==> src/rtl/stall_pipe_pkg.sv <==
// Shared defaults and width helpers for the stall/drain slice.
package stall_pipe_pkg;

    localparam int WIDTH_DEF = 16;
    localparam int DEPTH_DEF = 4;
    localparam int PTR_W     = $clog2(DEPTH_DEF);
    localparam int LVL_W     = PTR_W + 1;

    localparam int              CNT_W   = 16;
    localparam logic [CNT_W-1:0] CNT_MAX = '1;

    // Pointer width for a power-of-two depth.
    function automatic int ptr_bits(input int depth);
        return $clog2(depth);
    endfunction

endpackage

==> src/rtl/drain_fifo.sv <==
// Output FIFO: storage, wrapping pointers and occupancy level.
module drain_fifo
    import stall_pipe_pkg::*;
#(
    parameter int WIDTH = WIDTH_DEF,
    parameter int DEPTH = DEPTH_DEF,
    localparam int PW   = ptr_bits(DEPTH),
    localparam int LW   = PW + 1
) (
    input  logic             clk,
    input  logic             rst_n,
    input  logic             push,
    input  logic [WIDTH-1:0] push_data,
    input  logic             pop,
    output logic [WIDTH-1:0] pop_data,
    output logic [LW-1:0]    level
);

    logic [WIDTH-1:0] mem [DEPTH];
    logic [PW-1:0]    wr_ptr;
    logic [PW-1:0]    rd_ptr;

    // Storage write; contents are don't-care until pushed.
    always_ff @(posedge clk) begin
        if (push) mem[wr_ptr] <= push_data;
    end

    // Pointers and level; pointers wrap naturally at DEPTH (power of two).
    always_ff @(posedge clk or negedge rst_n) begin
        if (!rst_n) begin
            wr_ptr <= '0;
            rd_ptr <= '0;
            level  <= '0;
        end else begin
            if (push) wr_ptr <= wr_ptr + 1'b1;
            if (pop)  rd_ptr <= rd_ptr + 1'b1;
            case ({push, pop})
                2'b10:   level <= level + 1'b1;
                2'b01:   level <= level - 1'b1;
                default: level <= level;
            endcase
        end
    end

    // Head is forced to zero while empty so unreset storage never leaks out.
    always_comb begin
        pop_data = '0;
        if (level != '0) pop_data = mem[rd_ptr];
    end

    // Ordering check: each slot carries the push sequence number it was written with.
    logic [7:0] tag_mem [DEPTH];
    logic [7:0] push_seq;
    logic [7:0] pop_seq;

    // Tag storage follows the data storage.
    always_ff @(posedge clk) begin
        if (push) tag_mem[wr_ptr] <= push_seq;
    end

    // Sequence counters for the ordering check.
    always_ff @(posedge clk or negedge rst_n) begin
        if (!rst_n) begin
            push_seq <= '0;
            pop_seq  <= '0;
        end else begin
            if (push) push_seq <= push_seq + 1'b1;
            if (pop)  pop_seq  <= pop_seq + 1'b1;
        end
    end

    a_order: assert property (@(posedge clk) disable iff (!rst_n)
        pop |-> (tag_mem[rd_ptr] == pop_seq));
    a_no_underflow: assert property (@(posedge clk) disable iff (!rst_n)
        !(pop && level == '0));

endmodule

==> src/rtl/stall_drain.sv <==
// Tracks a 2-stage stall pipeline and drains its results into an output FIFO,
// freezing the pipeline when the FIFO cannot take the tail result.
module stall_drain
    import stall_pipe_pkg::*;
#(
    parameter int WIDTH = WIDTH_DEF,
    parameter int DEPTH = DEPTH_DEF,
    localparam int LW   = ptr_bits(DEPTH) + 1
) (
    input  logic             clk,
    input  logic             rst_n,
    input  logic             issue,
    input  logic [WIDTH-1:0] in_d1,
    input  logic [WIDTH-1:0] in_d2,
    input  logic             out_ready,
    output logic             stall,
    output logic             out_valid,
    output logic [WIDTH-1:0] out_data,
    output logic [LW-1:0]    level,
    output logic             err,
    output logic [15:0]      stall_cnt
);

    logic v0;
    logic v1;
    logic push;
    logic pop;

    // Stall is a pure function of registered state; a pop in the same cycle
    // does not release it, trading one cycle for a short timing path.
    always_comb begin
        stall     = v1 && (level == LW'(DEPTH));
        push      = v1 && !stall;
        out_valid = (level != '0);
        pop       = out_valid && out_ready;
    end

    // Pipeline occupancy mirror; frozen while stalled, so issue is dropped then.
    always_ff @(posedge clk or negedge rst_n) begin
        if (!rst_n) begin
            v0 <= 1'b0;
            v1 <= 1'b0;
        end else if (!stall) begin
            v0 <= issue;
            v1 <= v0;
        end
    end

    // Sticky path-mismatch flag and saturating stall-cycle counter.
    always_ff @(posedge clk or negedge rst_n) begin
        if (!rst_n) begin
            err       <= 1'b0;
            stall_cnt <= '0;
        end else begin
            if (push && (in_d1 != in_d2)) err <= 1'b1;
            if (stall && (stall_cnt != CNT_MAX)) stall_cnt <= stall_cnt + 1'b1;
        end
    end

    drain_fifo #(
        .WIDTH (WIDTH),
        .DEPTH (DEPTH)
    ) u_fifo (
        .clk       (clk),
        .rst_n     (rst_n),
        .push      (push),
        .push_data (in_d1),
        .pop       (pop),
        .pop_data  (out_data),
        .level     (level)
    );

    a_level_max: assert property (@(posedge clk) disable iff (!rst_n)
        level <= LW'(DEPTH));
    a_no_overflow: assert property (@(posedge clk) disable iff (!rst_n)
        !(push && level == LW'(DEPTH)));
    a_stall_v1: assert property (@(posedge clk) disable iff (!rst_n)
        stall |-> v1);

endmodule

==> config.mk <==
export PLATFORM = sky130hd
export DESIGN_NAME = stall_drain
export DESIGN_NICKNAME = d
export VERILOG_FILES = /design/src/rtl/stall_pipe_pkg.sv /design/src/rtl/drain_fifo.sv /design/src/rtl/stall_drain.sv
export SDC_FILE = /design/constraint.sdc
export NUM_CORES = 1
export LEC_CHECK = 0
export BUFFER_PORTS_ARGS = -buffer_cell sky130_fd_sc_hd__buf_2
export CELL_PAD_IN_SITES_DETAIL_PLACEMENT = 1
export CELL_PAD_IN_SITES_GLOBAL_PLACEMENT = 1
export CORE_UTILIZATION = 49
export CTS_CLUSTER_DIAMETER = 120
export DETAILED_ROUTE_END_ITERATION = 8
export PLACE_DENSITY_LB_ADDON = 0.05
export SYNTH_ARGS = -nofsm -noshare
export SYNTH_HDL_FRONTEND = slang
export SYNTH_SLANG_ARGS = --single-unit
export TNS_END_PERCENT = 10
==> constraint.sdc <==
create_clock -name clk -period 3.05 [get_ports clk]
set_input_delay 0.305 -clock clk [delete_from_list [all_inputs] [get_ports clk]]
set_output_delay 0.305 -clock clk [all_outputs]
set_load 0.01 [all_outputs]
After elaboration in Yosys (flattened, before gate mapping)
Memory sizes are Yosys's and may differ from the RTL's.
Cells that the tools add are included.
- input port bits: 36
- RAM bits: 64
- register bits: 26
- output and inout port bits: 38
- memories kept: 1
- memory list (name ; words ; width ; read ports ; clocked after Yosys merged registers in ; wr ports ; RTL line ; source):
    u_fifo.mem ; 4 ; 16 ; 1 ; 0 ; 1 ; drain_fifo.sv:19 ; logic [WIDTH-1:0] mem [DEPTH];
- add/subtract/negate cells: 5
- reductions and logical operators: 8
- muxes and demuxes: 4
- equality and inequality tests: 5
- operator list (cell ; number):
    adder 16 x 1 -> 16 bit (second input constant) ; 1
    2-to-1 mux 16 bit ; 1
    != test 16 bit ; 1
    != test 16 bit (second input constant) ; 1
    one-hot mux 3 bit (2 select lines) ; 1
    logical AND 1 bit ; 5
    adder 2 x 1 -> 2 bit (second input constant) ; 2
    adder 3 x 1 -> 3 bit (second input constant) ; 1
    equality test 3 bit (second input constant) ; 1
    nonzero test 3 bit ; 1
    subtractor 3 x 1 -> 3 bit (second input constant) ; 1
    equality test 2 x 1 -> 1 bit (second input constant) ; 1
    equality test 2 bit (second input constant) ; 1
    2-to-1 mux 1 bit ; 2
    nonzero test 2 bit ; 1
    zero test 1 bit ; 1

Longest topological paths before layout
Gate-level depths: netlist of the first run.
- depth in word-level cells: 6
- depth in mapped cells: 10
- mapped depth without buffers: 10

By module
Synthesis of the first run repeated with hierarchy kept, for this count alone.
- cell total of the unflattened synthesis: 245
- area total of the unflattened synthesis: 3961.3 µm²
- modules (own cells, without submodules) (module ; times used ; cells an instance ; area an instance (µm²)):
    drain_fifo ; 1 ; 136 ; 2812.7
    stall_drain ; 1 ; 109 ; 1148.6

Worst setup path before layout of the first run
Ideal clock, no wire load.
- kind: register -> register
- start point: register u_fifo.level[2]
- end point: register u_fifo.level[2]
- cell stages (with the launch flop): 10
- arrival time: 1888 ps
- library setup time: 128 ps
- slack: 1033 ps
- path through: dfrtp_1 or3_1 clkbuf_1 and2_1 ha_1 inv_1 fa_1 xor2_1 nor2_1 xor2_1
- elaborated cells between the ends (all ways): 12
- classes of those cells: add/sub (2); eq/ne (3); mux (1); reduce/logical (6)
- RTL lines (what ; RTL line ; source):
    start, declared ; drain_fifo.sv:16 ; output logic [LW-1:0] level
    start signal, assigned ; drain_fifo.sv:38 ; 2'b10: level <= level + 1'b1;
    start signal, assigned ; drain_fifo.sv:39 ; 2'b01: level <= level - 1'b1;
    start signal, assigned ; drain_fifo.sv:40 ; default: level <= level;
    nonzero test 3 bit * ; stall_drain.sv:34 ; out_valid = (level != '0);
    logical AND 1 bit * ; stall_drain.sv:35 ; pop = out_valid && out_ready;
    via pop ; stall_drain.sv:27 ; logic pop;
    equality test 2 x 1 -> 1 bit / equality test 2 bit (equally long branches) ; drain_fifo.sv:37 ; case ({push, pop})
    one-hot mux 3 bit (2 select lines) / nonzero test 2 bit (equally long branches) ; -- ;
The timed path passes the listed nets; every way through them passes the cells marked *.
A chain may end at the register's enable or synchronous reset.

Worst setup path in the final report of the first run
- start point: register u_fifo.rd_ptr[1]
- end point: output out_data[5]
- longest elaborated chain between the ends: 2
- ends and longest elaborated chain (what ; RTL line ; source):
    start, declared ; drain_fifo.sv:21 ; logic [PW-1:0] rd_ptr;
    start signal, assigned ; drain_fifo.sv:36 ; if (pop) rd_ptr <= rd_ptr + 1'b1;
    memory (4 x 16 bit) ; -- ;
    2-to-1 mux 16 bit ; drain_fifo.sv:48 ; if (level != '0) pop_data = mem[rd_ptr];
    end, declared ; stall_drain.sv:18 ; output logic [WIDTH-1:0] out_data,
No other way between the ends.

==> results.py, run 1 <==
metrics = {
    "critical_path": {
        "crit_path_end_kind": "primary output",
        "r2r-start": "u_fifo.level[0]",
        "reg2reg_setup_slack_ns": 0.84,
        "reg2regPathDepth": 10,
        "crit_arrival_ns": 1.98,
        "critPathSlowestCell": "dfrtp_1",
        "crit_required_ns": 2.74,
        "worstSetupStartpointType": "flip-flop",
        "cp_max_fo": 17,
        "path_cells": "mux4_2, and2_1, buf_2",
        "slowest_delay_ns": 0.90,
        "reg2reg_to": "u_fifo.level[2]",
        "path_class": "reg2out",
    },
    "drt": {
        "drcViolationCount": 0,
        "drtIter0Drc": 58,
        "wl_per_cell_um": 18.8,
        "routed_wl_um": 8000,
        "vias_per_cell": 5.43,
        "dr.pass1.iters": 4,
        "num_vias": 2315,
        "ant_nets": 0,
    },
    "finish": {
        "n_antenna_cell": 0,
        "layout_commonest_cell": "buf_2",
        "multiInputGateArea_mm2": 0.00127,
        "drive_gt1_frac": 0.361,
        "regArea_mm2": 0.00257,
        "mostFrequentLayoutCells": "buf_2 (73), edfxtp_1 (64), xor2_1 (29)",
        "nNetsFinal": 362,
        "area.growth.synth_to_final_pct": 18.9,
        "final_area_mm2": 0.00465,
        "fillers": 755,
    },
    "clock_tree": {
        "cts_root_buf": "clkbuf_8",
        "cts_made_buffers": 9,
        "clk_latency_ns": 0.35,
        "clk_pin_slew_ns": 0.09,
        "clockBufferDepth": 2,
        "clock-sinks": 90,
        "cts_max_level": 3,
        "cts_tree": "yes",
    },
    "timing": {
        "period_minus_slack_ns": 2.29,
        "timing.fmax_mhz": 437,
        "setup_viol": 0,
        "fin_skew_ns": 0.00953,
        "setup_ws_ns": 0.764,
        "worst_slew_pin_slew_ns": 0.878,
        "period_share": 0.749,
        "finalSetupTns_ns": 0,
        "rsz0062_at_grt": "false",
        "slew_violations": 0,
        "relSlewSlack": 0.415,
        "finalHoldViolCount": 0,
    },
    "yosys": {
        "synthAdderAreaFrac": 0.0243,
        "synth.area.top_cells": "edfxtp_1 (49%), dfrtp_1 (17%), mux4_2 (9.2%), xor2_1 (6.5%), and2_1 (2.7%)",
        "synth.distinct_cells": 41,
        "synth_ff_type": "edfxtp_1",
        "syn_nets": 282,
        "synth_top_area_frac": 0.491,
        "async_reset_ff_frac": 0.289,
        "synth-compound-area-share": 0.00895,
        "avgSynthCellArea_um2": 16.4,
        "syn_area_mm2": 0.00391,
        "synth-seq-area-share": 0.657,
        "yosys.area_share.simple": 0.109,
        "synth_seq_cells": 90,
        "yosysTopAreaCell": "edfxtp_1",
        "netlist_instances": 239,
        "synth_top_family_by_area": "simple AND/OR/NAND/NOR gates",
        "synth_mux_area_frac": 0.103,
        "yosysWarnings": 0,
        "synth_edf_count": 64,
        "synth_xor_xnor_area_share": 0.0783,
    },
    "floorplan": {
        "die_x_um": 91.4,
        "die-area_mm2": 0.00835,
        "core_area_mm2": 0.00773,
        "die_y_um": 91.4,
        "floorplan.initialDensity": 0.506,
        "rows": 32,
        "pin_count": 74,
    },
    "min_path": {
        "holdPathEnd": "v0",
        "hold_path_depth": 2,
        "hold_path.class": "in2reg",
        "hp-start": "issue",
    },
    "placed_design": {
        "gp_congestion": 0.734,
        "io_buffers": 73,
        "dp_hpwl_um": 5480,
        "post-place-ws_ns": 0.844,
        "placed_area_mm2": 0.00440,
    },
    "grt": {
        "track_usage": 0.209,
        "grt_overflow": 0,
        "antenna_found_initial": 0,
        "grt_max_degree": 27,
        "grt_first_pass_wirelength_um": 12900,
        "first_global_vias": 2466,
    },
    "power": {
        "leakage_nw": 1.88,
        "vdd_drop_max_v": 0.000484,
        "p_per_area_mw_per_mm2": 887,
    },
    "status": {
        "outcome": "finished, final reports clean",
    },
    "run": {
        "drv_cap": 0,
    },
}
==> routing by layer <==
layer	vias up	global-route usage	wire length, µm
met3	9	0.0352	297
met5	-	0	0
met2	60	0.359	4150
li1	1058	-	-
met1	1188	0.269	3440
met4	0	0.0754	113
==> kinds of logic after synthesis <==
| logic type | after synthesis |
|---|---|
| buffers and inverters | 18 |
| AOI/OAI and AO/OA | 5 |
| muxes | 20 |
| DFF | 90 |
| xor gates and xnor gates | 35 |
| adders and majority gates | 7 |
| and+or+nand+nor | 64 |
==> synth_stat cells (2+ instances only) <==
| master | count |
|---|---|
| edfxtp_1 | 64 |
| xor2_1 | 29 |
| dfrtp_1 | 26 |
| and2_1 | 17 |
| mux4_2 | 16 |
| inv_1 | 9 |
| nor4_1 | 8 |
| ha_1 | 6 |
| xnor2_1 | 6 |
| nand3_1 | 5 |
| nand4_1 | 5 |
| and3_1 | 4 |
| clkbuf_1 | 4 |
| nand2_1 | 4 |
| nor3_1 | 4 |
| buf_2 | 3 |
| nor2_1 | 3 |
| mux2_2 | 2 |
| nor4_2 | 2 |
==> state kept, by name, summed over array words and instances (netlist names) <==
register,count
err,1
v0,1
u_fifo.level,3
u_fifo.mem,64
u_fifo.rd_ptr,2
stall_cnt,16
u_fifo.wr_ptr,2
v1,1
==> stage by stage <==
stage | util | hold slack [ns] | instances | power (mW)
after floorplan | - | 0.00941 | 239 | 2.70
after global placement | 0.570 | 0.348 | 409 | 3.16
after detailed placement | 0.570 | 0.341 | 409 | 3.22
after CTS | 0.602 | 0.169 | 426 | 4.18
after global routing | 0.602 | 0.161 | 426 | 4.36
final | 0.602 | 0.179 | 426 | 4.13
==> what timing repair did <==
action	CTS	global route
endpoints found under the hold margin	26	0
resized for setup	0	0
hold buffers	1	0
setup buffers	0	0
==> worst max-delay path by stage <==
stage | from | end | slack, ns | cells after the start
6_report | u_fifo.rd_ptr[1] | out_data[5] | 0.76 | 3
5_1_grt | u_fifo.rd_ptr[1] | out_data[6] | 0.67 | 3
4_1_cts | u_fifo.rd_ptr[1] | out_data[5] | 0.73 | 3
3_5_place_dp | u_fifo.level[0] | u_fifo.level[2] | 0.84 | 10
3_3_place_gp | u_fifo.level[2] | u_fifo.level[2] | 0.93 | 9
2_1_floorplan | u_fifo.level[2] | u_fifo.level[2] | 1.03 | 9
==> worst max-delay path, delay by kind of cell, from the launching register on <==
| family | cells | cell delay [ns] |
|---|---|---|
| multiplexers | 1 | 0.40 |
| buffers and inverters | 1 | 0.14 |
| AND/OR/NAND/NOR | 1 | 0.19 |
| flip-flops | 1 | 0.90 |
==> power by group <==
part	leakage (nW)	total (mW)	switching, mW	internal [mW]
sequential	0.918	1.81	0.169	1.64
clock	0.121	0.970	0.425	0.545
combinational	0.842	1.35	0.696	0.655
==> final cells by class <==
cell class,instances,area share
clock inverters,7,0.0250
multi-input cells,131,0.274
inverters,9,0.00726
flip-flops and latches,90,0.553
well taps,102,0.0274
clock buffers,9,0.0266
repair buffers,78,0.0871
No activity file was read; power rests on OpenSTA's default activity.
==> run 2: changes to the inputs <==
--- a/config.mk
+++ b/config.mk
@@ -8,7 +8,7 @@
 export BUFFER_PORTS_ARGS = -buffer_cell sky130_fd_sc_hd__buf_2
 export CELL_PAD_IN_SITES_DETAIL_PLACEMENT = 1
 export CELL_PAD_IN_SITES_GLOBAL_PLACEMENT = 1
-export CORE_UTILIZATION = 49
+export CORE_UTILIZATION = 41
 export CTS_CLUSTER_DIAMETER = 120
 export DETAILED_ROUTE_END_ITERATION = 8
 export PLACE_DENSITY_LB_ADDON = 0.05
==> constraint.sdc (replaced) <==
create_clock -name clk -period 1.9 [get_ports clk]
set_input_delay 0.19 -clock clk [delete_from_list [all_inputs] [get_ports clk]]
set_output_delay 0.19 -clock clk [all_outputs]
set_load 0.01 [all_outputs]
==> run 2 against run 1 <==
Against the previous run: the flow now finishes with violations (setup timing); core utilization down 6.6 points; non-clock buffer count grew 19; sequential cell count stayed put; sequential share of layout area down 3.3 points; setup slack worse by 0.85 ns; global-route usage decreased by 4.0 points; clock skew decreased by 0.0012 ns; final cell count up 11%; die area is 19% higher; register-to-register slack lost 0.80 ns; critical path depth rose by 1; sequential power grew 57%; highest routed layer unchanged.
==> results.py, run 2 (same netlist as run 1, synthesis figures left out) <==
metrics = {
    "critical_path": {
        "crit_required_ns": 1.71,
        "crit_arrival_ns": 1.80,
        "path_cells": "clkbuf_16, mux4_2, and2_4, buf_6",
        "critPathSlowestCell": "mux4_2",
        "path_class": "reg2out",
        "startpoint": "u_fifo.rd_ptr[0]",
        "worstSetupStartpointType": "flip-flop",
        "reg2reg_setup_slack_ns": 0.04,
        "reg2reg_to": "u_fifo.level[2]",
        "reg2regPathDepth": 8,
        "crit_buf_inv": 2,
        "cp_max_fo": 7,
        "crit_family": "multiplexers",
        "crit_path_end_kind": "primary output",
        "slowest_delay_ns": 0.49,
        "r2r-start": "u_fifo.level[0]",
    },
    "clock_tree": {
        "cts_made_buffers": 9,
        "clk_latency_ns": 0.35,
        "clockBufferDepth": 2,
        "cts_root_buf": "clkbuf_8",
        "cts_max_level": 3,
        "cts_tree": "yes",
        "clock-sinks": 90,
        "clk_pin_slew_ns": 0.09,
    },
    "drt": {
        "drcViolationCount": 0,
        "routed_wl_um": 7960,
        "wl_per_cell_um": 16.9,
        "dr.pass1.iters": 4,
        "wl_met3_um": 239,
        "drtIter0Drc": 68,
        "top_layer_used": "met4",
        "vias_per_cell": 4.91,
        "wl_met1_um": 3540,
        "num_vias": 2319,
        "ant_nets": 0,
        "wl_met2_um": 4150,
    },
    "floorplan": {
        "rows": 35,
        "pin_count": 74,
        "die_y_um": 99.7,
        "floorplan.initialDensity": 0.424,
        "core_area_mm2": 0.00924,
        "die-area_mm2": 0.00994,
        "die_x_um": 99.7,
    },
    "power": {
        "total_power_mw": 7.10,
        "p_per_area_mw_per_mm2": 1430,
        "leakage_nw": 2.03,
        "vdd_drop_max_v": 0.000733,
    },
    "finish": {
        "largestRegisters": "u_fifo.mem x64, stall_cnt x16, u_fifo.level x3",
        "layout_commonest_cell": "edfxtp_1",
        "area.growth.synth_to_final_pct": 26.5,
        "largest_reg_flops": 64,
        "n_antenna_cell": 0,
        "drive_gt1_frac": 0.472,
        "nNetsFinal": 381,
        "mostFrequentLayoutCells": "edfxtp_1 (64), buf_2 (61), xor2_1 (29)",
        "top_register": "u_fifo.mem",
    },
    "timing": {
        "finalHoldViolCount": 0,
        "period_minus_slack_ns": 1.99,
        "relSlewSlack": 0.611,
        "period_share": 1.05,
        "fin_skew_ns": 0.00830,
        "setup_ws_ns": -0.0887,
        "setup_viol": 16,
        "timing.fmax_mhz": 503,
        "rsz0062_at_grt": "true",
        "slew_violations": 0,
        "worst_slew_pin_slew_ns": 0.583,
        "finalSetupTns_ns": -0.896,
    },
    "status": {
        "outcome": "finished, violations left",
        "violations": "setup timing",
    },
    "grt": {
        "grt_first_pass_wirelength_um": 12500,
        "track_usage": 0.170,
        "antenna_found_initial": 0,
        "grt_max_degree": 27,
        "grt_overflow": 0,
        "first_global_vias": 2484,
    },
    "run": {
        "drv_cap": 0,
    },
    "min_path": {
        "holdPathEnd": "v0",
        "hold_path_depth": 2,
        "hold_path.class": "in2reg",
        "hp-start": "issue",
    },
    "placed_design": {
        "post-place-ws_ns": -0.0370,
        "dp_hpwl_um": 5510,
        "io_buffers": 73,
        "gp_congestion": 0.770,
    },
}
run 2: cell types whose count changed in the layout (fill, tap and decap cells not counted), moves of 4 or more:
cell    before  now
and2_1      17    4
and2_4       0   14
buf_2       73   61
buf_4        4   20
buf_6        0   13
inv_1        9    5
inv_2        0    4
run 2: metal layers:
metal	GRT usage	up-vias
li1	-	1093
met1	0.208	1174
met2	0.301	50
met3	0.0323	2
met4	0.0543	0
met5	0	-
run 2: per-stage QoR:
step	cell area [µm²]	util	instances	hold slack, ns
after floorplan	3940	-	239	-0.106
after global placement	4580	0.496	451	0.229
after detailed placement	4580	0.496	451	0.233
after CTS	4810	0.521	468	0.0567
after global routing	4950	0.536	472	0.0572
final	4950	0.536	472	0.0769
run 2: what timing repair did:
action | CTS | global route
setup buffers | 0 | 3
pin swaps | 7 | 4
cloned | 0 | 1
endpoints found under the setup margin | 17 | 21
endpoints found under the hold margin | 26 | 0
gates resized for setup | 8 | 24
hold buffers | 1 | 0
run 2: area by class of cell:
class	instances	area, µm²
repair buffers	97	657
clock buffers	9	124
clock inverters	7	58.8
flip-flops and latches	90	2580
inverters	9	33.8
multi-input cells	131	1340
fillers	917	4290
well taps	129	161
run 2: worst max path at each step:
stage                     depth (start not counted)         endpoint
final                                             4      out_data[6]
after CTS                                         4      out_data[9]
after global routing                              4      out_data[8]
after global placement                           10  u_fifo.level[2]
after floorplan                                   9  u_fifo.level[2]
after detailed placement                         10  u_fifo.level[2]
run 2: worst register-to-register path: stages, from the launching register on:
cell and delay, ns:
dfrtp_2 0.45, or3_1 0.37, and2_4 0.17, ha_4 0.16, inv_2 0.05, fa_2 0.18
xor2_1 0.15, nor2_1 0.08, xor2_1 0.14
run 2: where the power goes:
group | switching (mW) | internal [mW]
Combinational | 1.32 | 1.71
Clock | 0.714 | 0.501
Sequential | 0.222 | 2.63
